===== src/rtl/core_dequant_pkg.sv =====
// Shared constants for the integer-lane dequantizer: default geometry,
// configuration field widths, shift ceiling and output saturation limits.
package core_dequant_pkg;

  localparam int DEQUANT_IDATA_BIT_DEF = 8;
  localparam int DEQUANT_ODATA_BIT_DEF = 16;
  localparam int DEQUANT_LANES_DEF     = 4;

  localparam int DEQUANT_SCALE_BIT = 16;
  localparam int DEQUANT_SHIFT_BIT = 5;

  localparam int DEQUANT_MAX_SHIFT = 24;
  localparam int DEQUANT_SAT_MAX   = 32767;
  localparam int DEQUANT_SAT_MIN   = -32768;

endpackage


===== src/rtl/core_dequant_unpack.sv =====
// Word-to-lane unpacker: one holding register plus a lane counter, issuing
// lane 0 first and accepting the next word while the last lane leaves.
module core_dequant_unpack
  import core_dequant_pkg::*;
#(
  parameter int IW    = DEQUANT_IDATA_BIT_DEF,
  parameter int LANES = DEQUANT_LANES_DEF
) (
  input  logic               clk,
  input  logic               rst_i,
  input  logic               en_i,
  input  logic [LANES*IW-1:0] idata_i,
  input  logic               idata_valid_i,
  input  logic               idata_last_i,
  output logic               idata_ready_o,
  output logic               lane_valid_o,
  output logic [IW-1:0]      lane_data_o,
  output logic               lane_last_o
);

  localparam int CW = (LANES > 1) ? $clog2(LANES) : 1;

  logic                hold_valid_q, hold_valid_d;
  logic                hold_last_q;
  logic [LANES*IW-1:0] hold_data_q;
  logic [CW-1:0]       lane_cnt_q, lane_cnt_d;
  logic                last_lane;
  logic                accept;

  assign last_lane     = (lane_cnt_q == CW'(LANES - 1));
  // Refilling while the final lane advances keeps back-to-back words gapless.
  assign idata_ready_o = !rst_i && (!hold_valid_q || (en_i && last_lane));
  assign accept        = idata_valid_i && idata_ready_o;

  assign lane_valid_o = hold_valid_q;
  assign lane_data_o  = hold_data_q[lane_cnt_q*IW +: IW];
  assign lane_last_o  = hold_last_q && last_lane;

  // NOTE: every variable gets a default at the top of always_comb so no path
  // leaves it unassigned, which would otherwise infer a latch.
  always_comb begin
    hold_valid_d = hold_valid_q;
    lane_cnt_d   = lane_cnt_q;
    if (accept) begin
      hold_valid_d = 1'b1;
      lane_cnt_d   = '0;
    end else if (en_i && hold_valid_q) begin
      if (last_lane) begin
        hold_valid_d = 1'b0;
        lane_cnt_d   = '0;
      end else begin
        lane_cnt_d = lane_cnt_q + CW'(1);
      end
    end
  end

  // NOTE: sequential state uses non-blocking assignments so every register
  // samples its pre-edge inputs regardless of statement order.
  always_ff @(posedge clk) begin
    if (rst_i) begin
      hold_valid_q <= 1'b0;
      hold_last_q  <= 1'b0;
      lane_cnt_q   <= '0;
    end else begin
      hold_valid_q <= hold_valid_d;
      lane_cnt_q   <= lane_cnt_d;
      if (accept) hold_last_q <= idata_last_i;
    end
  end

  // NOTE: payload registers are not reset; the valid bit guards their use.
  always_ff @(posedge clk) begin
    if (accept) hold_data_q <= idata_i;
  end

endmodule


===== src/rtl/core_dequant.sv =====
// Streaming dequantizer: unpacks signed integer lanes and computes
// sat(round(((x - zero) * scale) >>> shift)) through a 3-stage pipeline.
module core_dequant
  import core_dequant_pkg::*;
#(
  parameter int DEQUANT_IDATA_BIT = DEQUANT_IDATA_BIT_DEF,
  parameter int DEQUANT_ODATA_BIT = DEQUANT_ODATA_BIT_DEF,
  parameter int DEQUANT_LANES     = DEQUANT_LANES_DEF
) (
  input  logic                                       clk,
  input  logic                                       rst,
  input  logic [DEQUANT_SCALE_BIT-1:0]               cfg_dequant_scale,
  input  logic [DEQUANT_IDATA_BIT-1:0]               cfg_dequant_zero,
  input  logic [DEQUANT_SHIFT_BIT-1:0]               cfg_dequant_shift,
  input  logic [DEQUANT_LANES*DEQUANT_IDATA_BIT-1:0] idata,
  input  logic                                       idata_valid,
  output logic                                       idata_ready,
  input  logic                                       idata_last,
  output logic [DEQUANT_ODATA_BIT-1:0]               odata,
  output logic                                       odata_valid,
  input  logic                                       odata_ready,
  output logic                                       odata_last,
  output logic                                       busy
);

  localparam int IW = DEQUANT_IDATA_BIT;
  localparam int DW = IW + 1;                  // x - zero
  localparam int PW = DW + DEQUANT_SCALE_BIT;  // full product
  localparam int RW = PW + 1;                  // headroom for the rounding add

  localparam logic signed [RW-1:0] SAT_HI = RW'(DEQUANT_SAT_MAX);
  localparam logic signed [RW-1:0] SAT_LO = RW'(DEQUANT_SAT_MIN);
  localparam logic [DEQUANT_SHIFT_BIT-1:0] SHIFT_CAP = DEQUANT_SHIFT_BIT'(DEQUANT_MAX_SHIFT);

  logic          en;
  logic          lane_valid, lane_last;
  logic [IW-1:0] lane_data;

  logic                 s1_valid_q, s1_last_q;
  logic signed [PW-1:0] s1_prod_q;
  logic                 s2_valid_q, s2_last_q;
  logic signed [RW-1:0] s2_val_q;
  logic                 odata_valid_q, odata_last_q;
  logic [DEQUANT_ODATA_BIT-1:0] odata_q;

  logic signed [DW-1:0]         diff;
  logic signed [PW-1:0]         prod_d;
  logic [DEQUANT_SHIFT_BIT-1:0] shamt;
  logic signed [RW-1:0]         prod_ext, rnd, rsum, shifted_d, clamped;
  logic [DEQUANT_ODATA_BIT-1:0] odata_d;

  assign en = !odata_valid_q || odata_ready;

  core_dequant_unpack #(
    .IW    (IW),
    .LANES (DEQUANT_LANES)
  ) u_unpack (
    .clk           (clk),
    .rst_i         (rst),
    .en_i          (en),
    .idata_i       (idata),
    .idata_valid_i (idata_valid),
    .idata_last_i  (idata_last),
    .idata_ready_o (idata_ready),
    .lane_valid_o  (lane_valid),
    .lane_data_o   (lane_data),
    .lane_last_o   (lane_last)
  );

  assign diff   = $signed({lane_data[IW-1], lane_data})
                - $signed({cfg_dequant_zero[IW-1], cfg_dequant_zero});
  assign prod_d = $signed({{(PW-DW){diff[DW-1]}}, diff})
                * $signed({{(PW-DEQUANT_SCALE_BIT){cfg_dequant_scale[DEQUANT_SCALE_BIT-1]}},
                           cfg_dequant_scale});

  assign shamt     = (cfg_dequant_shift > SHIFT_CAP) ? SHIFT_CAP : cfg_dequant_shift;
  assign prod_ext  = {s1_prod_q[PW-1], s1_prod_q};
  assign rnd       = (shamt == '0) ? '0 : (RW'(1) << (shamt - 5'd1));
  assign rsum      = prod_ext + rnd;
  assign shifted_d = rsum >>> shamt;

  always_comb begin
    clamped = s2_val_q;
    if (s2_val_q > SAT_HI)      clamped = SAT_HI;
    else if (s2_val_q < SAT_LO) clamped = SAT_LO;
  end
  assign odata_d = clamped[DEQUANT_ODATA_BIT-1:0];

  // Control: all stages step together on en; bubbles travel as bubbles.
  always_ff @(posedge clk) begin
    if (rst) begin
      s1_valid_q    <= 1'b0;
      s1_last_q     <= 1'b0;
      s2_valid_q    <= 1'b0;
      s2_last_q     <= 1'b0;
      odata_valid_q <= 1'b0;
      odata_last_q  <= 1'b0;
      odata_q       <= '0;
    end else if (en) begin
      s1_valid_q    <= lane_valid;
      s1_last_q     <= lane_valid && lane_last;
      s2_valid_q    <= s1_valid_q;
      s2_last_q     <= s1_last_q;
      odata_valid_q <= s2_valid_q;
      odata_last_q  <= s2_last_q;
      if (s2_valid_q) odata_q <= odata_d;
    end
  end

  always_ff @(posedge clk) begin
    if (en) begin
      if (lane_valid) s1_prod_q <= prod_d;
      if (s1_valid_q) s2_val_q  <= shifted_d;
    end
  end

  assign odata       = odata_q;
  assign odata_valid = odata_valid_q;
  assign odata_last  = odata_last_q;
  assign busy        = lane_valid || s1_valid_q || s2_valid_q || odata_valid_q;

endmodule


===== config.mk =====
export PLATFORM = sky130hd
export DESIGN_NAME = core_dequant
export DESIGN_NICKNAME = d
export VERILOG_FILES = /design/src/rtl/core_dequant_pkg.sv /design/src/rtl/core_dequant_unpack.sv /design/src/rtl/core_dequant.sv
export SDC_FILE = /design/constraint.sdc
export NUM_CORES = 1
export LEC_CHECK = 0
export ABC_AREA = 1
export ABC_CLOCK_PERIOD_IN_PS = 6300
export BUFFER_PORTS_ARGS = -buffer_cell sky130_fd_sc_hd__buf_2
export CORE_UTILIZATION = 57
export DETAILED_ROUTE_END_ITERATION = 10
export PLACE_DENSITY = 0.75
export SYNTH_ARGS = -nofsm -noshare
export SYNTH_HDL_FRONTEND = slang
export SYNTH_SLANG_ARGS = --single-unit
export TNS_END_PERCENT = 100

===== constraint.sdc =====
create_clock -name clk -period 6.3 [get_ports clk]
set_input_delay 0.315 -clock clk [delete_from_list [all_inputs] [get_ports clk]]
set_output_delay 0.315 -clock clk [all_outputs]
set_load 0.05 [all_outputs]

* Word-level counts from Yosys, hierarchy flattened
Cells that the tools add are included. Widths: inputs -> output; s select.
Cells by class: $add $sub $neg 4, multipliers 1, div/mod/pow operators 0, $lt $le $gt $ge 3, eq/ne operators 1, shift-type cells 3, multiplexer cells 8, bitwise gates (word level) 0, reduce and logical (&&, ||, !) cells 22
Operators by type and width (count):
- $mux 16 | 2
- $shiftx 32x6->8 | 1
- $add 25x26->26 | 1
- $gt 26x16->1 const B | 1
- $lt 26x16->1 const B | 1
- $mux 26 | 1
- $shl 1x5->26 const A | 1
- $sshr 26x5->26 | 1
- $mul 9x16->25 | 1
- $sub 8x8->9 | 1
- $reduce_and 2->1 | 4
- $logic_and 1x1->1 | 6
- $gt 5x5->1 const B | 1
- $logic_not 5->1 | 1
- $logic_or 1x1->1 | 5
- $mux 5 | 1
- $sub 5x1->5 const B | 1
- $reduce_bool 2->1 | 2
- $logic_not 1->1 | 3
- $mux 1 | 3
- $add 2x1->2 const B | 1
- $eq 2x2->1 const B | 1
- $mux 2 | 1
- $reduce_or 2->1 | 1
Storage, ports and cells: flip-flop bits (word level) 109, latch bits 0, memory bits (writable) 0, bits in read-only memories 0, bits of input ports 66, output and inout port bits 20, word-level logic and storage cells 55, memories kept 0

* Longest topological paths before layout
Gate-level depths: netlist of run 1.
word-level depth 8, gate-level depth with buffers 37, mapped depth without buffers 34

* Cells and area by module
Synthesis of run 1 repeated with hierarchy kept, for this count alone.
Second synthesis, totals: cell total of the unflattened synthesis 1648, area, all modules 12503.2 um2
Modules (own cells, without submodules):
- core_dequant | instances 1, cells an instance 1542, area each 11043.1 um2, sequential area each 1971.9 um2
- core_dequant_unpack | instances 1, cells an instance 106, area each 1460.2 um2, sequential area each 1041.0 um2

* Least setup slack after synthesis of run 1
Ideal clock, no wire load.
path type reg-to-reg, start point register u_unpack.lane_cnt_q[0], end point register s1_prod_q[23], data pin, library setup time 265 ps, data arrival time 6527 ps, data required time 6035 ps, path slack -492 ps, stages on the path, launching flop included 36, buffers on the path 3, period minus slack after synthesis 6792 ps, path through dfxtp_1 > clkbuf_1 > inv_1 > clkbuf_1 > o21ai_0 > o22ai_1 > ha_1 > a21oi_1 > o21ai_2 > a21oi_1 > o21ai_1 > nand2_1 > nand2_1 > a21oi_1 > or2_0 > and2_1 > buf_6 > nand2_1 > fa_1 > fa_1 > inv_1 > fa_1 > inv_1 > fa_1 > fa_1 > inv_1 > ha_1 > a21oi_1 > nand2_1 > nand3_1 > nand3_1 > nand3_1 > nand2_1 > a31oi_1 > o21ai_0 > xor2_1
On the way: longest elaborated chain between the ends 3
RTL lines:
- from (decl) | line core_dequant_unpack.sv:26 | logic [CW-1:0] lane_cnt_q, lane_cnt_d;
- from (signal assigned) | line core_dequant_unpack.sv:66 | lane_cnt_q <= lane_cnt_d;
- $shiftx 32x6->8 | line core_dequant_unpack.sv:36 | assign lane_data_o = hold_data_q[lane_cnt_q*IW +: IW];
- $sub 8x8->9 | line core_dequant.sv:71 | - $signed({cfg_dequant_zero[IW-1], cfg_dequant_zero});
- $mul 9x16->25 | line core_dequant.sv:73 | * $signed({{(PW-DEQUANT_SCALE_BIT){cfg_dequant_scale[DEQUANT_SCALE_BIT-1]}},
- net prod_d[23] | line core_dequant.sv:47 | logic signed [PW-1:0] prod_d;
- to (signal assigned) | line core_dequant.sv:112 | if (lane_valid) s1_prod_q <= prod_d;
- to (decl) | line core_dequant.sv:40 | logic signed [PW-1:0] s1_prod_q;
The timed path passes the listed nets, and every way through them passes these cells. A chain may end at the register's enable or synchronous reset.

* Final worst setup path of run 1
start point register u_unpack.lane_cnt_q[0], end point register s1_prod_q[21], data pin
The elaborated chain is that of the path after synthesis.

==> run_results.csv, run 1 <==
group,metric,value,unit
route,ant_nets,0,
timing,rsz0062_at_grt,"true",
timing,finalHoldViolCount,0,
clock_tree,cts_tree,"done",
yosys,ys.flop_type,"edfxtp_1",
floorplan,design.core.area,21200,um^2
yosys,synth.cells.most_frequent,"nand2_1 (408), inv_1 (278), nand3_1 (179)",
timing,maxSlewHeadroom,0.173,
status,violations,"setup timing",
route,vias_per_cell,5.38,
clock_tree,cts_root_buf,"clkbuf_16",
route,met2_length,15.1,mm
yosys,yosysTopAreaCellShare,0.202,
floorplan,start_util,0.584,
timing,worst_pin_slew,1.24,ns
timing,skew,0.0234,ns
clock_tree,cts_inserted_buffers,9,
timing,timing.fmax,0.157,GHz
worst_setup_path,required,6.40,ns
worst_setup_path,startpoint_type,"flop",
placement,portBuffers,85,
yosys,yosys.area.top_type,"edfxtp_1",
grt,grt_pass1_vias,10366,
yosys,syn_area,12400,um^2
timing,setup_violations,3,
yosys,ys_ff_latch,109,
worst_setup_path,critical_path.max_fanout,12,
floorplan,die_x,149,um
yosys,ys_types,46,
clock_tree,htreeDepth,3,
clock_tree,holdBufCountCts,0,
clock_tree,clock_latency,0.36,ns
floorplan,die_area,22300,um^2
grt,grt_overflow,0,
yosys,ys_seq_area_frac,0.244,
grt,grt_max_degree,35,
worst_setup_path,worstPathArrival,6.46,ns
timing,tns,-0.138,ns
route,routed.top_layer,"met4",
worst_setup_path,crit_type,"reg -> reg",
yosys,async_flop_share,0,
final_layout,layout-drive-gt1-share,0.173,
yosys,synth_nets,1906,
route,met1Wirelength,13.3,mm
clock_tree,cts_max_path_buffers,2,
yosys,synthTopCellsByArea,"edfxtp_1 (20%), fa_1 (20%), nand2_1 (12%)",
yosys,yosys_warnings,0,
route,firstDrtPassIters,5,
final_layout,diodes,0,
route,route.met3.wl,1.93,mm
status,run_status,"complete, but fails checks",
timing,period_minus_slack,6.37,ns
worst_setup_path,endpoint_kind,"flop",
flow_run,max-cap-violations,0,
route,drc_errors,0,
grt,antenna_found_initial,0,
timing,drv_slew,0,
floorplan,ios,86,
timing,finalCritPeriodShare,1.01,
hold_path,hold_path.class,"in -> reg",
grt,grt_pass1_wl,49.2,mm
grt,grt_use_total,0.282,
final_layout,nFillCells,1762,
yosys,syn_area_per_cell,7.57,um^2
timing,whs,0.121,ns
floorplan,rows,53,
route,first_iter_violations,720,
clock_tree,clkTransAtPathRegs,0.09,ns
route,post_drt_wl_per_cell,15.2,um
clock_tree,cts_sinks,109,
placement,routabilityCongestion,0.960,
route,num_vias,11029,
yosys,syn_inst,1632,
timing,setup_slack,-0.0660,ns
floorplan,die_h,149,um
final_layout,final_nets,2044,
yosys,synth.most_common_cell,"nand2_1",
yosys,synth_edf_count,83,
final_layout,syn2layout_area_growth,16.0,%
route,wl,31.2,mm
placement,dpl.hpwl,25.3,mm
-- layer usage --
layer | global-route usage | vias to the layer above
li1 | - | 5432
met1 | 0.376 | 5166
met2 | 0.476 | 376
met3 | 0.0336 | 55
met4 | 0.0893 | 0
met5 | 0 | -
-- path summary, 6_finish.rpt --
check | start | to | slack, ns | cells after the start
worst max-delay path | u_unpack.lane_cnt_q[0] | s1_prod_q[21] | -0.07 | 26
worst min-delay path | idata[5] | u_unpack.hold_data_q[5] | 0.12 | 1
worst max register to register | u_unpack.lane_cnt_q[0] | s1_prod_q[21] | -0.07 | 26
worst min register to register | s2_last_q | odata_last | 0.46 | 2
-- timing repair --
| action | CTS | global route |
|---|---|---|
| buffers inserted | 1 | 8 |
| resized for setup | 24 | 58 |
| setup endpoints to repair | 13 | 13 |
| pin swaps | 16 | 18 |
-- worst max-delay path, cell delays in order (launching register included) --
cell      delay (ns)
dfxtp_4         0.41
buf_6           0.14
buf_4           0.15
o21ai_0         0.09
o22ai_1         0.25
ha_1            0.34
a21oi_2         0.18
o221ai_2        0.13
or2_2           0.28
nand2_1         0.12
buf_6           0.18
nor2_1          0.08
fa_1            0.51
fa_1            0.53
fa_1            0.52
fa_1            0.49
ha_1            0.35
ha_4            0.30
nand2_1         0.09
o21ai_1         0.24
nand2_1         0.10
nand3_2         0.12
nand3_2         0.09
nand2_4         0.09
a31oi_4         0.09
buf_4           0.14
xnor2_1         0.11
-- cells by family (layout without fill, tap and decap cells) --
logic type	Yosys count	after routing	share of synthesized area
fa+ha+maj	208	208	0.284
xor+xnor	36	36	0.0255
buf+inv	334	477	0.104
flops	109	109	0.244
simple gates	808	808	0.281
compound gates	136	136	0.0604
other cells	1	1	0.000304
-- metrics by stage --
| step | util | setup WS, ns | std cells | cell area [um^2] |
|---|---|---|---|---|
| global placement | 0.643 | -0.128 | 2025 | 13600 |
| floorplan | - | -0.0208 | 1632 | 12500 |
| CTS | 0.662 | 0.0130 | 2042 | 14000 |
| finish | 0.677 | -0.0660 | 2050 | 14300 |
| global route | 0.677 | -0.324 | 2050 | 14300 |
| detailed placement | 0.643 | -0.310 | 2025 | 13600 |
-- flip-flops by register name, summed over array words and instances, names as in the netlist --
register,count
s1_valid_q,1
odata_last,1
s1_prod_q,25
u_unpack.lane_cnt_q,2
s2_val_q,26
u_unpack.lane_valid_o,1
s2_last_q,1
u_unpack.hold_last_q,1
odata_valid,1
s2_valid_q,1
s1_last_q,1
u_unpack.hold_data_q,32
odata,16
-- cell type report --
type	count	area (um^2)	share of cell area
clock inverters	7	77.6	0.00542
flip-flops and latches	109	3020	0.211
multi-input cells	1189	8450	0.590
clock buffers	9	225	0.0157
repair buffers	169	1090	0.0764
inverters	292	1110	0.0774
well taps	275	344	0.0240
-- cell usage in the layout (no fill, tap or decap), types with 15 or more instances in the layout --
cell type	n
nand2_1	397
inv_1	270
nand3_1	173
nor2_1	148
fa_1	120
buf_2	85
edfxtp_1	83
buf_4	76
ha_1	73
a21oi_1	54
o21ai_0	27
dfxtp_1	24
xor2_1	21
a21oi_2	18
inv_2	17
nand4_1	17
nand2_2	15
xnor2_1	15
Power of run 1 is left out: the tool's default activity adds up to more than one toggle a clock period on the data nets, which glitch-free logic cannot reach.
==> run 2, diff against run 1 <==
--- a/config.mk
+++ b/config.mk
@@ -11,6 +11,7 @@
 export CORE_UTILIZATION = 57
 export DETAILED_ROUTE_END_ITERATION = 10
 export PLACE_DENSITY = 0.75
+export RECOVER_POWER = 50
 export SYNTH_ARGS = -nofsm -noshare
 export SYNTH_HDL_FRONTEND = slang
 export SYNTH_SLANG_ARGS = --single-unit
==> run_results.csv, run 2 (synthesized netlist as in run 1, its figures left out) <==
group,metric,value,unit
flow_run,max-cap-violations,0,
hold_path,whs_path_depth,1,
clock_tree,cts_max_path_buffers,2,
timing,maxSlewHeadroom,0.0616,
clock_tree,cts_sinks,109,
grt,antenna_found_initial,0,
timing,finalHoldViolCount,0,
hold_path,hold_path.class,"in -> reg",
worst_setup_path,startpoint_type,"flop",
route,first_iter_violations,710,
grt,grt_max_degree,35,
final_layout,layout_commonest_cell,"nand2_1",
final_layout,largest_reg_flops,32,
placement,dpl.hpwl,25.3,mm
timing,period_minus_slack,6.36,ns
worst_setup_path,endpoint_kind,"flop",
route,num_vias,11029,
route,drc_errors,0,
placement,dpl_worst_slack,-0.310,ns
final_layout,largest-register,"u_unpack.hold_data_q",
timing,tns,-0.125,ns
floorplan,die_area,22300,um^2
grt,grt_overflow,0,
timing,setup_violations,3,
route,wl,31.1,mm
worst_setup_path,critical_path.max_fanout,12,
floorplan,start_util,0.584,
clock_tree,cts_tree,"done",
placement,routabilityCongestion,0.960,
route,firstDrtPassIters,5,
worst_setup_path,required,6.39,ns
timing,worst_pin_slew,1.41,ns
timing,skew,0.0235,ns
placement,portBuffers,85,
clock_tree,clkTransAtPathRegs,0.09,ns
route,post_drt_wl_per_cell,15.2,um
final_layout,reg_top3,"u_unpack.hold_data_q: 32 flops, s2_val_q: 26 flops, s1_prod_q: 25 flops",
final_layout,layout-drive-gt1-share,0.161,
clock_tree,holdBufCountCts,0,
timing,drv_slew,0,
grt,grt_use_total,0.282,
status,violations,"setup timing",
timing,finalCritPeriodShare,1.01,
worst_setup_path,worstPathArrival,6.45,ns
grt,grt_pass1_vias,10366,
timing,rsz0062_at_grt,"true",
clock_tree,cts_root_buf,"clkbuf_16",
floorplan,die_h,149,um
route,ant_nets,0,
clock_tree,htreeDepth,3,
floorplan,die_x,149,um
worst_setup_path,crit_type,"reg -> reg",
floorplan,ios,86,
floorplan,rows,53,
clock_tree,cts_inserted_buffers,9,
floorplan,design.core.area,21200,um^2
clock_tree,clock_latency,0.36,ns
status,run_status,"complete, but fails checks",
final_layout,mostFrequentLayoutCells,"nand2_1 (397), inv_1 (270), nand3_1 (173)",
grt,grt_pass1_wl,49.2,mm
timing,timing.fmax,0.157,GHz
route,vias_per_cell,5.38,
final_layout,syn2layout_area_growth,15.7,%
worst_setup_path,rr_worst_depth,26,
final_layout,diodes,0,
final_layout,final_nets,2044,
timing,setup_slack,-0.0590,ns
run 2: timing repair:
action / in CTS / in global routing
pin swaps: 16 / 18
endpoints found under the setup margin: 13 / 13
gates resized for setup: 24 / 58
setup buffers: 1 / 8
run 2: path summary, 6_finish.rpt:
| check | startpoint | slack (ns) | end |
|---|---|---|---|
| min | idata[5] | 0.12 | u_unpack.hold_data_q[5] |
| max | u_unpack.lane_cnt_q[0] | -0.06 | s1_prod_q[21] |
| max reg2reg | u_unpack.lane_cnt_q[0] | -0.06 | s1_prod_q[21] |
| min reg2reg | s2_last_q | 0.45 | odata_last |
run 2: layout make-up:
type | count | area (um^2)
Tap cell | 275 | 344
Inverter | 292 | 1110
Clock buffer | 9 | 225
Timing Repair Buffer | 169 | 1060
Clock inverter | 7 | 77.6
Multi-Input combinational cell | 1189 | 8450
Fill cell | 1779 | 6860
Sequential cell | 109 | 3020
run 2: layer usage:
layer | vias up | track usage | share of wire
li1 | 5429 | - | -
met1 | 5161 | 0.376 | 0.43
met2 | 385 | 0.476 | 0.48
met3 | 54 | 0.0336 | 0.061
met4 | 0 | 0.0893 | 0.025
met5 | - | 0 | 0
run 2: critical path, cell delays in order (launching register included):
cell and delay (ns):
dfxtp_4 0.41, buf_6 0.14, buf_4 0.15, o21ai_0 0.09, o22ai_1 0.25, ha_1 0.34
a21oi_2 0.18, o221ai_2 0.13, or2_2 0.28, nand2_1 0.12, buf_6 0.18, nor2_1 0.08
fa_1 0.51, fa_1 0.52, fa_1 0.52, fa_1 0.49, ha_1 0.35, ha_4 0.30
nand2_1 0.09, o21ai_1 0.24, nand2_1 0.10, nand3_2 0.12, nand3_2 0.09, nand2_4 0.09
a31oi_4 0.09, buf_4 0.14, xnor2_1 0.11
run 2: per-stage QoR:
stage,hold WS [ns],instances,cell area [um^2],utilization
2_1_floorplan,0.414,1632,12500,-
3_3_place_gp,0.445,2025,13600,0.643
3_5_place_dp,0.452,2025,13600,0.643
4_1_cts,0.115,2042,14000,0.662
5_1_grt,0.112,2050,14300,0.676
6_report,0.122,2050,14300,0.676
Power of run 2 is left out for the same reason.
